===== config.mk =====
export PLATFORM = sky130hd
export DESIGN_NAME = sio_cmd_sched
export DESIGN_NICKNAME = d
export VERILOG_FILES = /design/src/rtl/sio_pkg.sv /design/src/rtl/sio_cmd_fifo.sv /design/src/rtl/sio_cmd_sched.sv
export SDC_FILE = /design/constraint.sdc
export NUM_CORES = 2
export LEC_CHECK = 0
export CORE_MARGIN = 2
export CORE_UTILIZATION = 54
export DETAILED_ROUTE_END_ITERATION = 10
export GPL_TIMING_DRIVEN = 0
export PLACE_DENSITY = 0.75
export SLEW_MARGIN = 30
export SYNTH_ARGS = -nofsm -noshare
export SYNTH_HDL_FRONTEND = slang
export SYNTH_SLANG_ARGS = --single-unit

===== constraint.sdc =====
create_clock -name c -period 10.49 [get_ports c]
set_input_delay 2.6225 -clock c [delete_from_list [all_inputs] [get_ports c]]
set_output_delay 2.6225 -clock c [all_outputs]
set_load 0.02 [all_outputs]

===== src/rtl/sio_pkg.sv =====
// Shared definitions for the SIO host-link command scheduler.
//   - Default frame length of the host link.
//   - Field layout of the 80-bit command word sent on wdata:
//       wdata = {we, 3'b000, addr[11:0], data[63:0]}
//   - Command struct as held in the FIFO and the issue register.
//   - Scheduler FSM state encoding.
//   - pack_wdata(): builds the 80-bit link word from a command.
package sio_pkg;

    localparam int FRAME_LEN_DEF = 64;

    localparam int WDATA_W  = 80;
    localparam int WE_BIT   = 79;
    localparam int ADDR_LSB = 64;
    localparam int ADDR_W   = 12;
    localparam int DATA_W   = 64;
    localparam int RDATA_W  = 32;

    typedef struct packed {
        logic              we;
        logic [ADDR_W-1:0] addr;
        logic [DATA_W-1:0] data;
    } cmd_t;

    typedef enum logic [1:0] {
        ST_IDLE  = 2'd0,
        ST_ISSUE = 2'd1,
        ST_WAIT  = 2'd2
    } state_t;

    // Bits 78:76 are reserved and always sent as zero.
    function automatic logic [WDATA_W-1:0] pack_wdata(input cmd_t cmd);
        logic [WDATA_W-1:0] word;
        word                     = '0;
        word[WE_BIT]             = cmd.we;
        word[ADDR_LSB +: ADDR_W] = cmd.addr;
        word[DATA_W-1:0]         = cmd.data;
        return word;
    endfunction

endpackage


===== src/rtl/sio_cmd_fifo.sv =====
// Synchronous command FIFO (single clock, show-ahead read).
//   clk       in   clock
//   rst_n     in   asynchronous active-low reset (empties the FIFO)
//   push      in   write request; ignored while full
//   push_data in   entry to write
//   full      out  no free entry
//   pop       in   read request; ignored while empty
//   pop_data  out  head entry, valid whenever empty=0
//   empty     out  no stored entry
// Pointers carry one extra wrap bit so full and empty are distinguished
// without a separate occupancy counter; DEPTH must be a power of two.
module sio_cmd_fifo #(
    parameter int WIDTH = 81,
    parameter int DEPTH = 16
) (
    input  logic             clk,
    input  logic             rst_n,
    input  logic             push,
    input  logic [WIDTH-1:0] push_data,
    output logic             full,
    input  logic             pop,
    output logic [WIDTH-1:0] pop_data,
    output logic             empty
);

    localparam int AW = $clog2(DEPTH);
    localparam int PW = AW + 1;

    logic [PW-1:0]    wr_ptr_q, wr_ptr_d;
    logic [PW-1:0]    rd_ptr_q, rd_ptr_d;
    logic [WIDTH-1:0] mem [DEPTH];
    logic             do_push;
    logic             do_pop;

    assign empty    = (wr_ptr_q == rd_ptr_q);
    assign full     = (wr_ptr_q[AW] != rd_ptr_q[AW]) &&
                      (wr_ptr_q[AW-1:0] == rd_ptr_q[AW-1:0]);
    assign do_push  = push && !full;
    assign do_pop   = pop && !empty;
    assign pop_data = mem[rd_ptr_q[AW-1:0]];

    always_comb begin
        // NOTE: every always_comb output gets a default first so no path leaves it unassigned (no latch).
        wr_ptr_d = wr_ptr_q;
        rd_ptr_d = rd_ptr_q;
        if (do_push) wr_ptr_d = wr_ptr_q + PW'(1);
        if (do_pop)  rd_ptr_d = rd_ptr_q + PW'(1);
    end

    always_ff @(posedge clk or negedge rst_n) begin
        // NOTE: sequential state uses non-blocking (<=) so all flops update from pre-edge values.
        if (!rst_n) begin
            wr_ptr_q <= '0;
            rd_ptr_q <= '0;
        end else begin
            wr_ptr_q <= wr_ptr_d;
            rd_ptr_q <= rd_ptr_d;
        end
    end

    // NOTE: storage is deliberately not reset; the pointers alone define which entries are valid.
    always_ff @(posedge clk) begin
        if (do_push) mem[wr_ptr_q[AW-1:0]] <= push_data;
    end

endmodule


===== src/rtl/sio_cmd_sched.sv =====
// Upstream command scheduler for the SIO host link.
// Queues host register commands, generates the frame sync, issues at most one
// command per frame on wvalid/wdata, and matches each command to its
// rvalid/rdata response. A missing response times out and is reissued up to
// MAX_RETRY times before being reported with resp_err. One command is
// outstanding at a time.
//   c           in   system clock
//   rstn        in   asynchronous active-low reset
//   cmd_valid   in   command offered; accepted when cmd_ready=1
//   cmd_ready   out  command FIFO not full
//   cmd_we      in   1 = write, 0 = read
//   cmd_addr    in   remote register address
//   cmd_data    in   write data (ignored for reads)
//   cmd_tag     in   opaque tag returned on resp_tag
//   sync        out  frame sync, one cycle per frame at the last frame cycle
//   wvalid      out  command strobe, only at the second-to-last frame cycle
//   wdata       out  {we, 3'b000, addr, data}; holds its last value otherwise
//   rvalid      in   CRC-checked response from the link
//   rdata       in   read data, valid with rvalid
//   resp_valid  out  one-cycle completion pulse, no backpressure
//   resp_err    out  retries exhausted (resp_data is then 0)
//   resp_data   out  read data, 0 for writes
//   resp_tag    out  tag of the completed command
//   retry_count out  total reissues, saturating
module sio_cmd_sched
    import sio_pkg::*;
#(
    parameter int FRAME_LEN   = FRAME_LEN_DEF,
    parameter int DEPTH       = 16,
    parameter int TAG_W       = 4,
    parameter int RESP_FRAMES = 2,
    parameter int MAX_RETRY   = 3
) (
    input  logic               c,
    input  logic               rstn,
    input  logic               cmd_valid,
    output logic               cmd_ready,
    input  logic               cmd_we,
    input  logic [ADDR_W-1:0]  cmd_addr,
    input  logic [DATA_W-1:0]  cmd_data,
    input  logic [TAG_W-1:0]   cmd_tag,
    output logic               sync,
    output logic               wvalid,
    output logic [WDATA_W-1:0] wdata,
    input  logic               rvalid,
    input  logic [RDATA_W-1:0] rdata,
    output logic               resp_valid,
    output logic               resp_err,
    output logic [RDATA_W-1:0] resp_data,
    output logic [TAG_W-1:0]   resp_tag,
    output logic [15:0]        retry_count
);

    localparam int FC_W    = $clog2(FRAME_LEN);
    localparam int CNT_W   = $clog2(RESP_FRAMES + 2);
    localparam int TRY_W   = $clog2(MAX_RETRY + 1);
    localparam int ENTRY_W = $bits(cmd_t) + TAG_W;

    localparam logic [FC_W-1:0] FC_LAST  = FC_W'(FRAME_LEN - 1);
    localparam logic [FC_W-1:0] FC_ISSUE = FC_W'(FRAME_LEN - 2);

    // ---------------------------------------------------------------- FIFO
    logic               fifo_full;
    logic               fifo_empty;
    logic               fifo_pop;
    logic [ENTRY_W-1:0] fifo_rd;
    cmd_t               fifo_cmd;
    logic [TAG_W-1:0]   fifo_tag;

    assign {fifo_cmd, fifo_tag} = fifo_rd;
    assign cmd_ready            = !fifo_full;

    sio_cmd_fifo #(
        .WIDTH (ENTRY_W),
        .DEPTH (DEPTH)
    ) u_fifo (
        .clk       (c),
        .rst_n     (rstn),
        .push      (cmd_valid),
        .push_data ({cmd_we, cmd_addr, cmd_data, cmd_tag}),
        .full      (fifo_full),
        .pop       (fifo_pop),
        .pop_data  (fifo_rd),
        .empty     (fifo_empty)
    );

    // ------------------------------------------------------------ state
    state_t             state_q,       state_d;
    logic [FC_W-1:0]    fc_q,          fc_d;
    logic               sync_q,        sync_d;
    logic               wvalid_q,      wvalid_d;
    logic [WDATA_W-1:0] wdata_q,       wdata_d;
    cmd_t               cmd_q,         cmd_d;
    logic [TAG_W-1:0]   tag_q,         tag_d;
    logic [CNT_W-1:0]   sync_cnt_q,    sync_cnt_d;
    logic [TRY_W-1:0]   tries_q,       tries_d;
    logic [15:0]        retry_count_q, retry_count_d;
    logic               resp_valid_q,  resp_valid_d;
    logic               resp_err_q,    resp_err_d;
    logic [RDATA_W-1:0] resp_data_q,   resp_data_d;
    logic [TAG_W-1:0]   resp_tag_q,    resp_tag_d;

    always_comb begin
        // Outputs are registered, so decisions look at the frame count of the
        // *next* cycle: sync and wvalid then appear exactly at FRAME_LEN-1 and
        // FRAME_LEN-2 on the flop outputs.
        fc_d   = (fc_q == FC_LAST) ? '0 : fc_q + FC_W'(1);
        sync_d = (fc_d == FC_LAST);

        state_d       = state_q;
        wvalid_d      = 1'b0;
        wdata_d       = wdata_q;
        cmd_d         = cmd_q;
        tag_d         = tag_q;
        sync_cnt_d    = sync_cnt_q;
        tries_d       = tries_q;
        retry_count_d = retry_count_q;
        resp_valid_d  = 1'b0;
        resp_err_d    = resp_err_q;
        resp_data_d   = resp_data_q;
        resp_tag_d    = resp_tag_q;
        fifo_pop      = 1'b0;

        unique case (state_q)
            ST_IDLE: begin
                if (!fifo_empty) begin
                    fifo_pop = 1'b1;
                    cmd_d    = fifo_cmd;
                    tag_d    = fifo_tag;
                    tries_d  = '0;
                    state_d  = ST_ISSUE;
                end
            end

            ST_ISSUE: begin
                // A retry lands here too; cmd_q is untouched, so the reissued
                // word is bit-identical to the first one.
                if (fc_d == FC_ISSUE) begin
                    wvalid_d   = 1'b1;
                    wdata_d    = pack_wdata(cmd_q);
                    sync_cnt_d = '0;
                    state_d    = ST_WAIT;
                end
            end

            ST_WAIT: begin
                if (sync_q) sync_cnt_d = sync_cnt_q + CNT_W'(1);
                // A response arriving on the timeout cycle still counts.
                if (rvalid) begin
                    resp_valid_d = 1'b1;
                    resp_err_d   = 1'b0;
                    resp_data_d  = cmd_q.we ? '0 : rdata;
                    resp_tag_d   = tag_q;
                    state_d      = ST_IDLE;
                end else if (sync_q && (sync_cnt_q == CNT_W'(RESP_FRAMES))) begin
                    // This sync takes the count to RESP_FRAMES+1: timed out.
                    if (tries_q < TRY_W'(MAX_RETRY)) begin
                        tries_d = tries_q + TRY_W'(1);
                        if (retry_count_q != '1) retry_count_d = retry_count_q + 16'd1;
                        state_d = ST_ISSUE;
                    end else begin
                        resp_valid_d = 1'b1;
                        resp_err_d   = 1'b1;
                        resp_data_d  = '0;
                        resp_tag_d   = tag_q;
                        state_d      = ST_IDLE;
                    end
                end
            end

            default: state_d = ST_IDLE;
        endcase
    end

    always_ff @(posedge c or negedge rstn) begin
        if (!rstn) begin
            state_q       <= ST_IDLE;
            fc_q          <= '0;
            sync_q        <= 1'b0;
            wvalid_q      <= 1'b0;
            wdata_q       <= '0;
            cmd_q         <= '0;
            tag_q         <= '0;
            sync_cnt_q    <= '0;
            tries_q       <= '0;
            retry_count_q <= '0;
            resp_valid_q  <= 1'b0;
            resp_err_q    <= 1'b0;
            resp_data_q   <= '0;
            resp_tag_q    <= '0;
        end else begin
            state_q       <= state_d;
            fc_q          <= fc_d;
            sync_q        <= sync_d;
            wvalid_q      <= wvalid_d;
            wdata_q       <= wdata_d;
            cmd_q         <= cmd_d;
            tag_q         <= tag_d;
            sync_cnt_q    <= sync_cnt_d;
            tries_q       <= tries_d;
            retry_count_q <= retry_count_d;
            resp_valid_q  <= resp_valid_d;
            resp_err_q    <= resp_err_d;
            resp_data_q   <= resp_data_d;
            resp_tag_q    <= resp_tag_d;
        end
    end

    assign sync        = sync_q;
    assign wvalid      = wvalid_q;
    assign wdata       = wdata_q;
    assign resp_valid  = resp_valid_q;
    assign resp_err    = resp_err_q;
    assign resp_data   = resp_data_q;
    assign resp_tag    = resp_tag_q;
    assign retry_count = retry_count_q;

endmodule


==> impl_metrics.ini <==
[timing]
hold_violations = 0
skew_ns = 0.0312
post-route-min-period_ns = 5.88
rsz0062_at_grt = false
timing.final.ws_setup_ns = 4.61
hold_slack_ns = 0.464
fmax_mhz = 170
setup_viol = 0
finalCritPeriodShare = 0.560
slew_headroom = 0.340
maxSlewViolCount = 0
worst_pin_slew_ns = 0.989

[power_and_ir_drop]
ir_worst_vdd_v = 0.000168
p_clk_frac = 0.291
comb_power_share = 0.286
intPower_uw = 12400
switching_share = 0.301
leakage_uw = 0.0242
p_per_area_mw_per_mm2 = 257
switchingPower_uw = 5360
p_seq_frac = 0.423

[worst_setup_path]
worstPathCellList = buf_6, buf_2, xnor2_1, nand4_1, clkbuf_1, nand2b_1, clkdlybuf4s50_1
critPathTopFamily = buffers and inverters
crit_type = reg -> out
crit_path_start_kind = register
end_kind = primary output
required_ns = 7.87
slowest_stage = clkdlybuf4s50_1
arrival_ns = 3.26
cpPeakStageDelay_ns = 0.67
critPathBufInv = 4
path_max_fanout = 10

[synth]
syn_area_mm2 = 0.0592
synth_cell_types = 55
synth_top_area_cell = edfxtp_1
ys_async_sr_fraction = 0.154
synth_top_area_frac = 0.658
postSynthCellCount = 2960
ys.warnings.count = 0
ys.flop_type = edfxtp_1
synth-edff-count = 1296
ys_seq_area_frac = 0.758
ys_ff_latch = 1532
avgSynthCellArea_um2 = 20.0
synth_area_leaders = edfxtp_1 66%, dfrtp_1 10%, mux4_2 6.0%

[grt]
grt_use_met1 = 0.334
grt_pass1_wl_mm = 199
grt_usage = 0.240
met2_usage = 0.387
grt_pass1_vias = 31000
grt.overflow.total = 0
met3_usage = 0.0486
antenna_found_initial = 12
grt_max_degree = 77
busiest_layer = met2

[floorplan]
core_mm2 = 0.109
ios = 254
initial_core_util = 0.544
dieArea_mm2 = 0.112
die_h_um = 335
fp-row-count = 121
die_width_um = 335

[clocking]
clockBufferDepth = 3
cts_tree = built
cts.clk_slew.worst_paths_ns = 0.06
root_buffer = clkbuf_16
cts_made_buffers = 149
cts_max_level = 4
cts_hold_buf = 0
post_cts_buffers = 0
clock_latency_ns = 0.76
ctsResizeCount = 0
clock-sinks = 1532

[run_status]
status = completed

[detailed_routing]
via_count = 30300
drt_pass1_iterations = 8
wl_mm = 133
avgRoutedWirePerCell_um = 26.6
vias_per_cell = 6.04
drt_iter0_drc = 3361
route.detailed.drc = 0
ant_nets = 0

[finish]
area_growth_pct = 17.1
num-nets-final = 3595
mostFrequentLayoutCells = 1296 x edfxtp_1, 324 x mux2i_1, 249 x clkdlybuf4s50_1
final_common_cell = edfxtp_1
layout-drive-gt1-share = 0.228

[job]
drv_cap = 0

[placement]
place_ws_ns = 4.61
gp_congestion = 0.772
place_hpwl_mm = 87.0
portBuffers = 250

[hold_path]
min_path_type = reg -> reg
## cells in the mapped netlist, types with 2 or more instances
cell / number
a21oi_1: 4
a221oi_1: 81
buf_12: 5
nor2b_1: 5
o211ai_1: 7
xor2_1: 16
a22o_1: 81
nand2b_1: 2
nor3b_1: 2
buf_2: 52
dfrtp_1: 236
mux2_1: 8
nand3_1: 41
a22oi_1: 81
a211oi_1: 5
buf_1: 13
nor3_1: 6
edfxtp_1: 1296
nor4b_1: 5
inv_1: 13
mux2_2: 214
mux2_4: 20
and2_1: 2
nand2_1: 84
ha_1: 11
mux2i_1: 324
and4_1: 3
o2111ai_1: 2
nand4_1: 6
buf_4: 6
and4b_1: 8
xnor2_1: 16
nor2_1: 10
o21a_1: 2
clkbuf_1: 85
and3_1: 7
mux4_2: 158
nor4_1: 5
o21ai_0: 6
buf_6: 14
mux4_1: 4
## layout make-up
class / count / area, um^2
inverters: 14 / 62.6
fillers: 7189 / 39400
multi-input cells: 1240 / 13400
clock buffers: 213 / 4220
clock inverters: 58 / 513
diodes: 13 / 32.5
well taps: 1414 / 1770
plain buffers: 176 / 953
flip-flops and latches: 1532 / 44800
repair buffers: 354 / 3520
## cells by family after synthesis
kind of cell               share of synthesized area
AOI/OAI and AO/OA                             0.0381
muxes                                          0.164
other                                      0.0000634
adders and majority gates                    0.00233
and+or+nand+nor                               0.0162
xor gates and xnor gates                     0.00474
DFF                                            0.758
buffers and inverters                         0.0169
## routing by layer
| layer | up-vias | routed length [um] | share of wire |
|---|---|---|---|
| li1 | 13100 | - | - |
| met1 | 15700 | 53900 | 0.40 |
| met2 | 1347 | 65000 | 0.49 |
| met3 | 226 | 11100 | 0.083 |
| met4 | 2 | 3370 | 0.025 |
| met5 | - | 13 | 0.000098 |
## through the flow
stage / instances / utilization / cell area [um^2] / setup TNS, ns / power (uW)
finish: 5014 / 0.638 / 69300 / 0 / 17800
global route: 5007 / 0.637 / 69300 / 0 / 18500
CTS: 5001 / 0.637 / 69300 / 0 / 17900
detailed placement: 4730 / 0.594 / 64500 / 0 / 12700
global placement: 4626 / 0.584 / 63400 / -3978.36 / 12600
floorplan: 2962 / - / 59200 / -443.95 / 10900
## state kept, by name, summed over array words and instances, names as in the netlist, 2 cells and up
register / count
u_fifo.mem: 1296
cmd_q: 77
wdata: 77
resp_data: 32
retry_count: 16
fc_q: 6
u_fifo.rd_ptr_q: 5
u_fifo.wr_ptr_q: 5
resp_tag: 4
tag_q: 4
state_q: 2
sync_cnt_q: 2
tries_q: 2
## worst paths after layout
check / slack [ns] / endpoint / depth (start not counted) / start
max reg2reg: 6.14 / u_fifo.mem[2][22]$_DFFE_PP_ / 13 / u_fifo.rd_ptr_q[1]$_DFFE_PN0P_
min reg2reg: 0.46 / resp_data[11]$_DFFE_PN0P_ / 2 / resp_data[11]$_DFFE_PN0P_
min in group asynchronous: 1.72 / wdata[45]$_DFFE_PN0P_ / 1 / rstn
max in group asynchronous: 7.37 / cmd_q[74]$_DFFE_PN0P_ / 4 / rstn
min: 0.46 / resp_data[11]$_DFFE_PN0P_ / 2 / resp_data[11]$_DFFE_PN0P_
max: 4.61 / cmd_ready / 7 / u_fifo.rd_ptr_q[1]$_DFFE_PN0P_
## power by group through the flow
| stage | clock network [uW] | logic (uW) | registers [uW] |
|---|---|---|---|
| floorplan | 0 | 3310 | 7630 |
| global placement | 0 | 4870 | 7760 |
| detailed placement | 0 | 5060 | 7640 |
| CTS | 5240 | 5110 | 7530 |
| global route | 5480 | 5400 | 7570 |
| finish | 5170 | 5100 | 7530 |
## tightest hold or removal path, stage by stage (launching register included)
cell,delay [ns]
dfrtp_1,0.34
nand2_1,0.05
nand2_1,0.05
Power figures use the tool's default switching activity.
